==> config.mk <==
export PLATFORM = sky130hd
export DESIGN_NAME = ysyx22041405_ex_sched
export DESIGN_NICKNAME = d
export VERILOG_FILES = /design/src/rtl/ysyx22041405_ex_sched.sv
export SDC_FILE = /design/constraint.sdc
export NUM_CORES = 1
export LEC_CHECK = 0
export ABC_AREA = 1
export BUFFER_PORTS_ARGS = -buffer_cell sky130_fd_sc_hd__buf_2
export CORE_UTILIZATION = 47
export CTS_CLUSTER_DIAMETER = 150
export DETAILED_ROUTE_END_ITERATION = 10
export GPL_TIMING_DRIVEN = 0
export PLACE_DENSITY = 0.79
export SYNTH_ARGS = -nofsm -noshare
export SYNTH_HDL_FRONTEND = slang
export SYNTH_SLANG_ARGS = --single-unit
==> constraint.sdc <==
create_clock -name clk -period 2.1 [get_ports clk]
set_clock_uncertainty 0.15 [all_clocks]
set_input_delay 0.63 -clock clk [delete_from_list [all_inputs] [get_ports clk]]
set_output_delay 0.63 -clock clk [all_outputs]
set_load 0.03 [all_outputs]
==> src/rtl/ysyx22041405_ex_sched.sv <==
// -----------------------------------------------------------------------------
// ysyx22041405_ex_sched
//
// EX-stage scheduler for the ysyx22041405 pipeline. It sits between ID and the
// EXU/LSU boundary and owns the control side of the EX slot:
//   * ID->EX valid/ready handshake and the EX occupancy register
//   * forwarding selects for the two EXU operand muxes
//   * load-use stall (loaded data is not available while the load is in LS)
//   * ebreak drain/halt sequencing and branch-flush of the EX slot
//
// Optional feature macro: EX_PERF_CNT_EN
//   When defined, adds the CNT_W parameter and two wrapping counters:
//     perf_ex_retired - instructions that left EX (ex_go)
//     perf_ld_stall   - cycles EX sat on a load-use hazard
//   When undefined, those counters and ports do not exist.
//
// Ports
//   clk, rst                 clock; asynchronous active-high reset
//   id_valid / id_ready      ID->EX handshake
//   id_rs1, id_rs2           source register addresses of the ID instruction
//   id_rs1_used, id_rs2_used instruction reads rs1 / rs2
//   id_rd, id_we             destination register and its write enable
//   id_is_load, id_ebreak    instruction class flags
//   ex_valid                 EX slot occupied
//   ex_out_valid / ls_ready  EX->LS handshake
//   ex_fwd1_sel, ex_fwd2_sel operand source: 00 regfile, 01 LS, 10 WB
//   ls_valid/ls_rd/ls_we/ls_is_load  LS-stage occupancy
//   wb_valid/wb_rd/wb_we             WB-stage occupancy
//   flush                    branch redirect, kills the EX slot
//   halt                     sticky: ebreak has retired from EX
// -----------------------------------------------------------------------------
module ysyx22041405_ex_sched #(
  parameter int RA_W  = 5
`ifdef EX_PERF_CNT_EN
  ,
  parameter int CNT_W = 32
`endif
) (
  input  logic            clk,
  input  logic            rst,
  // ID -> EX
  input  logic            id_valid,
  output logic            id_ready,
  input  logic [RA_W-1:0] id_rs1,
  input  logic [RA_W-1:0] id_rs2,
  input  logic            id_rs1_used,
  input  logic            id_rs2_used,
  input  logic [RA_W-1:0] id_rd,
  input  logic            id_we,
  input  logic            id_is_load,
  input  logic            id_ebreak,
  // EX slot / EX -> LS
  output logic            ex_valid,
  output logic            ex_out_valid,
  input  logic            ls_ready,
  output logic [1:0]      ex_fwd1_sel,
  output logic [1:0]      ex_fwd2_sel,
  // downstream occupancy
  input  logic            ls_valid,
  input  logic [RA_W-1:0] ls_rd,
  input  logic            ls_we,
  input  logic            ls_is_load,
  input  logic            wb_valid,
  input  logic [RA_W-1:0] wb_rd,
  input  logic            wb_we,
  // control
  input  logic            flush,
  output logic            halt
`ifdef EX_PERF_CNT_EN
  ,
  output logic [CNT_W-1:0] perf_ex_retired,
  output logic [CNT_W-1:0] perf_ld_stall
`endif
);

  // Forwarding select encoding shared by both operands.
  localparam logic [1:0] FWD_RF = 2'b00;
  localparam logic [1:0] FWD_LS = 2'b01;
  localparam logic [1:0] FWD_WB = 2'b10;

  typedef enum logic [1:0] {
    S_RUN   = 2'b00,  // normal issue
    S_DRAIN = 2'b01,  // ebreak sits in EX, no new issue
    S_HALT  = 2'b10   // ebreak retired, absorbing until reset
  } state_t;

  // Everything the EX slot remembers about its instruction.
  typedef struct packed {
    logic [RA_W-1:0] rs1;
    logic [RA_W-1:0] rs2;
    logic            rs1_used;
    logic            rs2_used;
    logic [RA_W-1:0] rd;
    logic            we;
    logic            is_load;
    logic            ebreak;
  } ex_slot_t;

  state_t   state_q, state_d;
  ex_slot_t ex_q, ex_d;
  logic     ex_valid_q, ex_valid_d;

  logic     rs1_ls_hit, rs1_wb_hit;
  logic     rs2_ls_hit, rs2_wb_hit;
  logic     ld_haz;
  logic     ex_go;
  logic     capture;

  // ---------------------------------------------------------------------------
  // Hazard detection. x0 never matches: it is hard-wired zero, so a producer
  // "writing" it must not steer a consumer away from the regfile.
  // ---------------------------------------------------------------------------
  assign rs1_ls_hit = ex_q.rs1_used & (ex_q.rs1 != '0) & (ex_q.rs1 == ls_rd)
                    & ls_valid & ls_we;
  assign rs1_wb_hit = ex_q.rs1_used & (ex_q.rs1 != '0) & (ex_q.rs1 == wb_rd)
                    & wb_valid & wb_we;
  assign rs2_ls_hit = ex_q.rs2_used & (ex_q.rs2 != '0) & (ex_q.rs2 == ls_rd)
                    & ls_valid & ls_we;
  assign rs2_wb_hit = ex_q.rs2_used & (ex_q.rs2 != '0) & (ex_q.rs2 == wb_rd)
                    & wb_valid & wb_we;

  // A load in LS has not produced its data yet, so an LS hit on a load cannot
  // be forwarded; EX must wait one cycle until the load reaches WB.
  assign ld_haz = (rs1_ls_hit | rs2_ls_hit) & ls_is_load;

  // LS holds the younger write to the same register, so it wins over WB.
  always_comb begin
    // NOTE: every combinational output gets a default first so no path through
    // the block leaves it unassigned (which would infer a latch).
    ex_fwd1_sel = FWD_RF;
    ex_fwd2_sel = FWD_RF;
    if (rs1_ls_hit)      ex_fwd1_sel = FWD_LS;
    else if (rs1_wb_hit) ex_fwd1_sel = FWD_WB;
    if (rs2_ls_hit)      ex_fwd2_sel = FWD_LS;
    else if (rs2_wb_hit) ex_fwd2_sel = FWD_WB;
  end

  // ---------------------------------------------------------------------------
  // Handshakes
  // ---------------------------------------------------------------------------
  assign ex_out_valid = ex_valid_q & ~ld_haz;
  assign ex_go        = ex_out_valid & ls_ready;
  assign capture      = id_valid & id_ready;
  assign ex_valid     = ex_valid_q;

  // ---------------------------------------------------------------------------
  // FSM: state register
  // ---------------------------------------------------------------------------
  always_ff @(posedge clk or posedge rst) begin
    if (rst) begin
      // NOTE: sequential state uses non-blocking assignments so every register
      // samples its inputs from before the edge, independent of block order.
      state_q <= S_RUN;
    end else begin
      state_q <= state_d;
    end
  end

  // ---------------------------------------------------------------------------
  // FSM: next-state logic
  // ---------------------------------------------------------------------------
  always_comb begin
    state_d = state_q;
    unique case (state_q)
      S_RUN: begin
        if (capture && id_ebreak) state_d = S_DRAIN;
      end
      S_DRAIN: begin
        // The ebreak leaving via ex_go has already escaped the flush, so
        // retirement takes priority over a coincident redirect.
        if (ex_go && ex_q.ebreak) state_d = S_HALT;
        else if (flush)           state_d = S_RUN;
      end
      S_HALT: state_d = S_HALT;
      default: state_d = S_RUN;
    endcase
  end

  // ---------------------------------------------------------------------------
  // FSM: outputs
  // ---------------------------------------------------------------------------
  always_comb begin
    id_ready = 1'b0;
    halt     = 1'b0;
    unique case (state_q)
      S_RUN:   id_ready = ~flush & (~ex_valid_q | ex_go);
      S_DRAIN: id_ready = 1'b0;
      S_HALT:  halt     = 1'b1;
      default: id_ready = 1'b0;
    endcase
  end

  // ---------------------------------------------------------------------------
  // EX slot
  // ---------------------------------------------------------------------------
  always_comb begin
    ex_d       = ex_q;
    ex_valid_d = ex_valid_q;
    if (capture) begin
      ex_d.rs1      = id_rs1;
      ex_d.rs2      = id_rs2;
      ex_d.rs1_used = id_rs1_used;
      ex_d.rs2_used = id_rs2_used;
      ex_d.rd       = id_rd;
      ex_d.we       = id_we;
      ex_d.is_load  = id_is_load;
      ex_d.ebreak   = id_ebreak;
    end
    // flush already blocks capture through id_ready; it also empties the slot.
    if (flush)        ex_valid_d = 1'b0;
    else if (capture) ex_valid_d = 1'b1;
    else if (ex_go)   ex_valid_d = 1'b0;
  end

  // NOTE: the slot fields are reset as well as the valid bit: the forwarding
  // selects are decoded from them directly, and must read 00 out of reset.
  always_ff @(posedge clk or posedge rst) begin
    if (rst) begin
      ex_q       <= '0;
      ex_valid_q <= 1'b0;
    end else begin
      ex_q       <= ex_d;
      ex_valid_q <= ex_valid_d;
    end
  end

`ifdef EX_PERF_CNT_EN
  // ---------------------------------------------------------------------------
  // Performance counters, wrapping modulo 2^CNT_W.
  // ---------------------------------------------------------------------------
  logic [CNT_W-1:0] perf_ex_retired_q;
  logic [CNT_W-1:0] perf_ld_stall_q;

  always_ff @(posedge clk or posedge rst) begin
    if (rst) begin
      perf_ex_retired_q <= '0;
      perf_ld_stall_q   <= '0;
    end else begin
      perf_ex_retired_q <= perf_ex_retired_q + CNT_W'(ex_go);
      perf_ld_stall_q   <= perf_ld_stall_q + CNT_W'(ex_valid_q & ld_haz);
    end
  end

  assign perf_ex_retired = perf_ex_retired_q;
  assign perf_ld_stall   = perf_ld_stall_q;
`endif

endmodule

After elaboration in Yosys (flattened, before gate mapping)

Index checks and enable logic that the tools add are counted.

Equality and inequality tests: 8
Bitwise logic cells: 24
Multiplexer cells: 13
Reductions and logical operators: 7

Operator list:

| cell                                                             | number |
|---|---|
| 5-bit == test                                                    | 4 |
| 1-bit AND                                                        | 19 |
| 2-bit two-way mux                                                | 7 |
| 5-bit nonzero test                                               | 2 |
| 2-bit one-hot mux with 3 select lines                            | 1 |
| 1-bit two-way mux                                                | 5 |
| 3-bit inequality test (second input constant)                    | 1 |
| 1-bit NOT                                                        | 3 |
| 3-bit nonzero test                                               | 1 |
| 2-bit by 1-bit == test with 1-bit output (second input constant) | 1 |
| 2-bit == test (second input constant)                            | 1 |
| 1-bit logical AND                                                | 2 |
| 2-bit logical NOT                                                | 1 |
| 2-bit inequality test (second input constant)                    | 1 |
| 1-bit OR                                                         | 2 |
| 2-bit AND reduction                                              | 1 |

Word-level logic and storage cells: 59
Input bits: 40
Bits in registers: 16
Output and inout bits: 8

Logic depth before layout (Yosys ltp)

Depth in word-level cells: 17
Gate-level depth with buffers: 14

Worst setup path before layout

No wires, ideal clock.

Path type: input-to-output
Start point: input flush
End point: output id_ready
Slack: -0.581 ns
Path buffers: 0
Arrival time: 1.901 ns
Stages on the path: 2
Data required time: 1.320 ns
Path through: nor3_1 -> a21boi_0

Longest elaborated chain between the ends: 3

Ends and longest elaborated chain:

| element           | RTL line | text |
|---|---|---|
| from (decl)       | 67       | `input logic flush,` |
| 1-bit NOT         | 186      | `S_RUN: id_ready = ~flush & (~ex_valid_q \| ex_go);` |
| 1-bit AND         | 186      |  |
| 1-bit two-way mux | 185      | `unique case (state_q)` |
| to (decl)         | 43       | `output logic id_ready,` |

No other way between the ends.

Worst setup path in the final report

Start point: register ex_q[12] in the netlist's numbering
End point: output id_ready

Longest elaborated chain between the ends: 13
Elaborated cells between the ends (all ways): 14
Classes of those cells: eq/ne (1); mux (1); bitwise (11); reduce/logical (1)

Ends and longest elaborated chain:

| element                   | RTL line | text |
|---|---|---|
| from (decl)               | 100      | `ex_slot_t ex_q, ex_d;` |
| from (signal assigned)    | 219      | `ex_q <= '0;` |
| from (signal assigned)    | 222      | `ex_q <= ex_d;` |
| 5-bit nonzero test        | 117      | `assign rs2_ls_hit = ex_q.rs2_used & (ex_q.rs2 != '0) & (ex_q.rs2 == ls_rd)` |
| 1-bit AND                 | 117      |  |
| 1-bit AND *               | 117      |  |
| 1-bit AND * (2 in series) | 118      | `& ls_valid & ls_we;` |
| 1-bit OR *                | 124      | `assign ld_haz = (rs1_ls_hit \| rs2_ls_hit) & ls_is_load;` |
| 1-bit AND *               | 124      |  |
| 1-bit NOT *               | 141      | `assign ex_out_valid = ex_valid_q & ~ld_haz;` |
| 1-bit AND *               | 141      |  |
| 1-bit AND *               | 142      | `assign ex_go = ex_out_valid & ls_ready;` |
| 1-bit OR *                | 186      |  |
| 1-bit AND *               | 186      |  |
| 1-bit two-way mux *       | 185      |  |

Every way passes the cells marked *; elsewhere a longest branch is shown, timed or not.

==> impl_metrics.env <==
export IMPL_grt_max_degree=17
export IMPL_endpoint_kind="output port"
export IMPL_synth_top_family_by_area="simple AND/OR/NAND/NOR gates"
export IMPL_wire_per_inst_um=13.0
export IMPL_cts_sinks=16
export IMPL_seqCellArea_um2=410
export IMPL_fin_area_um2=1720
export IMPL_synth_nets=205
export IMPL_layout_min_cycle_time_ns=2.44
export IMPL_violations="setup timing"
export IMPL_antenna_found_initial=0
export IMPL_vias_per_cell=5.32
export IMPL_fillCellCount=167
export IMPL_drtAntennaViolNets=0
export IMPL_synth_xor_area_share_pct=4.67
export IMPL_synth_compound_area_share_pct=5.34
export IMPL_status="complete, but fails checks"
export IMPL_path_buf_inv=2
export IMPL_synth_seq_area_share_pct=35.6
export IMPL_nets=259
export IMPL_htree_levels=1
export IMPL_dp_cells=233
export IMPL_clockBufferDepth=2
export IMPL_p_leak_nw=0.910
export IMPL_worst_slack_ns=-0.343
export IMPL_vdd_drop_max_uv=769
export IMPL_cts_buffers=3
export IMPL_clkTransAtPathRegs_ns=0.08
export IMPL_cp_cell_sequence="nor2_1 > nand3_1 > nand2_1 > inv_2 > nand3_2 > nand2_4 > nand2_4 > nand3_4 > a21boi_4 > buf_6"
export IMPL_io_buffers=40
export IMPL_yosysWarnings=0
export IMPL_die_w_um=50.9
export IMPL_critPathMaxStageDelay_ns=0.45
export IMPL_synth_top_area_share_pct=35.6
export IMPL_synth_seq_cells=16
export IMPL_vias=1303
export IMPL_setup_viol_count_final=6
export IMPL_power_density_nw_per_um2=893
export IMPL_rsz0062_at_grt="true"
export IMPL_path_max_fanout=5
export IMPL_layout_drive_gt1_share_pct=48.8
export IMPL_min_period_over_period_pct=116
export IMPL_cts_tree="yes"
export IMPL_crit_family="simple AND/OR/NAND/NOR gates"
export IMPL_critical_path_class="reg -> out"
export IMPL_clock_latency_ns=0.28
export IMPL_synth_area_per_cell_um2=6.82
export IMPL_grt_pass1_wl_um=5310
export IMPL_dp_hpwl_um=2360
export IMPL_netlist_cell_type_count=25
export IMPL_gp_congestion=0.877
export IMPL_cp_required_ns=1.32
export IMPL_drcViolationCount=0
export IMPL_power_mw=1.54
export IMPL_hp_class="in -> async"
export IMPL_initial_utilization_pct=50.4
export IMPL_synth_simple_area_share_pct=43.6
export IMPL_fp_row_count=17
export IMPL_synthAdderAreaFrac_pct=0
export IMPL_cts_root_buf="clkbuf_4"
export IMPL_synthCells=165
export IMPL_fmax_mhz=409
export IMPL_slew_headroom_pct=61.7
export IMPL_synthMuxAreaShare_pct=0
export IMPL_diodes=0
export IMPL_grt_pass1_vias=1280
export IMPL_grt_usage_pct=27.0
export IMPL_overflow=0
export IMPL_synth_area_leader_cell="dfrtp_1"
export IMPL_wl_um=3180
export IMPL_path_common_cell="nand2_4"
export IMPL_cp_start_kind="flip-flop"
export IMPL_cts_hold_buf=0
export IMPL_stdcell_count=245
export IMPL_ys_top_cells_by_area="dfrtp_1 36%, nand2_1 20%, nand4_1 7.2%, inv_1 6.7%, nand3_1 4.0%"
export IMPL_tightest_slew_ns=0.574
export IMPL_drt_pass1_iter_count=6
export IMPL_dieArea_um2=2590
export IMPL_drv_slew=0
export IMPL_hold_violations=0
export IMPL_dieHeight_um=50.9
export IMPL_drtIter0Drc=36
export IMPL_drv_cap=0
export IMPL_syn2layout_area_growth_pct=53.3
export IMPL_crit_slowest_cell="dfrtp_2"
export IMPL_arrival_ns=1.66
export IMPL_syn_cell_area_um2=1120
export IMPL_io_pin_count=48
export IMPL_place_area_um2=1450
export IMPL_core_area_um2=2230
export IMPL_multi_input_area_um2=796
what timing repair did:
action | in CTS | in global routing
gates resized for setup | 24 | 27
pin swaps | 20 | 11
gates cloned | 0 | 0
hold endpoints to repair | 0 | 0
buffers inserted | 7 | 2
endpoints found under the setup margin | 6 | 6
cells in the mapped netlist:
| library cell | count |
|---|---|
| o21bai_1 | 1 |
| dfrtp_1 | 16 |
| nand3_2 | 2 |
| inv_1 | 20 |
| nand2_4 | 1 |
| a21oi_1 | 2 |
| nor3_1 | 4 |
| inv_2 | 2 |
| nand2_1 | 60 |
| o21ai_0 | 1 |
| buf_4 | 2 |
| a21boi_0 | 2 |
| buf_2 | 1 |
| nand4_1 | 13 |
| a221oi_1 | 2 |
| clkbuf_1 | 2 |
| buf_6 | 1 |
| nand3_1 | 9 |
| xnor2_1 | 3 |
| nor2_2 | 1 |
| o21ai_1 | 1 |
| xor2_1 | 3 |
| or2_2 | 3 |
| nor2_1 | 12 |
| nand3_4 | 1 |
worst register-to-register path, cell delays in order (launching register included):
cell,delay [ns]
dfrtp_1,0.44
inv_2,0.08
nand2_1,0.11
nand3_2,0.09
nor2_2,0.16
nand3_4,0.11
nand2_4,0.10
nand2_4,0.05
nand3_4,0.07
buf_4,0.12
nand2_4,0.07
clkbuf_4,0.20
nand4_1,0.10
nand2_1,0.07
area by class of cell:
class                   instances  share of cell area [%]
multi-input cells             121                    46.2
flip-flops and latches         16                    23.8
repair buffers                 49                    18.9
well taps                      28                    2.03
clock buffers                   3                    1.31
inverters                      22                    5.37
plain buffers                   6                    2.39
per-layer routing:
metal,track usage (%),up-vias,part of all wire [%]
met3,1.49,8,4.9
met5,0,-,0
met2,47.1,60,53
met4,13.4,0,2.0
li1,-,634,-
met1,33.5,601,40
final timing paths:
path                       startpoint    endpoint  slack (ns)  cells after the start
setup / recovery             ex_q[12]    id_ready       -0.34                     10
hold / removal                    rst  state_q[0]        0.25                      2
setup reg to reg             ex_q[16]    ex_q[14]        0.10                     13
hold reg to reg               ex_q[0]     ex_q[0]        0.34                      2
max in group asynchronous         rst    ex_q[17]        1.14                      2
min in group clk              ex_q[0]     ex_q[0]        0.34                      2
kinds of logic (layout without fill, tap and decap cells):
group,after synthesis,after routing
buf+inv,28,80
compound gates,9,9
xor+xnor,6,6
flops,16,16
simple gates,106,106
cells in the final DEF, fill, tap and decap left out, types with 3 or more instances in the layout:
master | synthesis | layout
nand2_1 | 60 | 55
buf_2 | 1 | 30
inv_1 | 20 | 13
nand4_1 | 13 | 13
buf_4 | 2 | 12
buf_6 | 1 | 10
nor2_1 | 12 | 9
dfrtp_1 | 16 | 8
dfrtp_2 | 0 | 8
inv_2 | 2 | 7
nand3_2 | 2 | 5
nand3_1 | 9 | 4
clkbuf_4 | 0 | 4
nor3_2 | 0 | 3
nand3_4 | 1 | 3
xor2_1 | 3 | 3
nand2_4 | 1 | 3
or2_4 | 0 | 3
xnor2_2 | 0 | 3
flip-flops by register name, indices dropped and copies added, names as in the netlist:
register  cells
ex_q         13
state_q       2
ex_valid      1
through the flow:
step / TNS (ns) / util (%) / hold slack (ns) / setup WS, ns
floorplan: -0.404 / - / 0.292 / -0.138
global placement: -2.61 / 64.9 / 0.309 / -0.434
detailed placement: -3.55 / 64.9 / 0.318 / -0.478
CTS: -1.84 / 72.0 / 0.267 / -0.334
global route: -2.35 / 77.2 / 0.312 / -0.428
finish: -1.81 / 77.2 / 0.252 / -0.343
where the power goes:
group | internal (mW) | leakage, nW | switching, mW
clock | 0.0664 | 0.0138 | 0.0867
combinational | 0.367 | 0.705 | 0.425
sequential | 0.432 | 0.192 | 0.163
(Power assumes the default switching activity.)
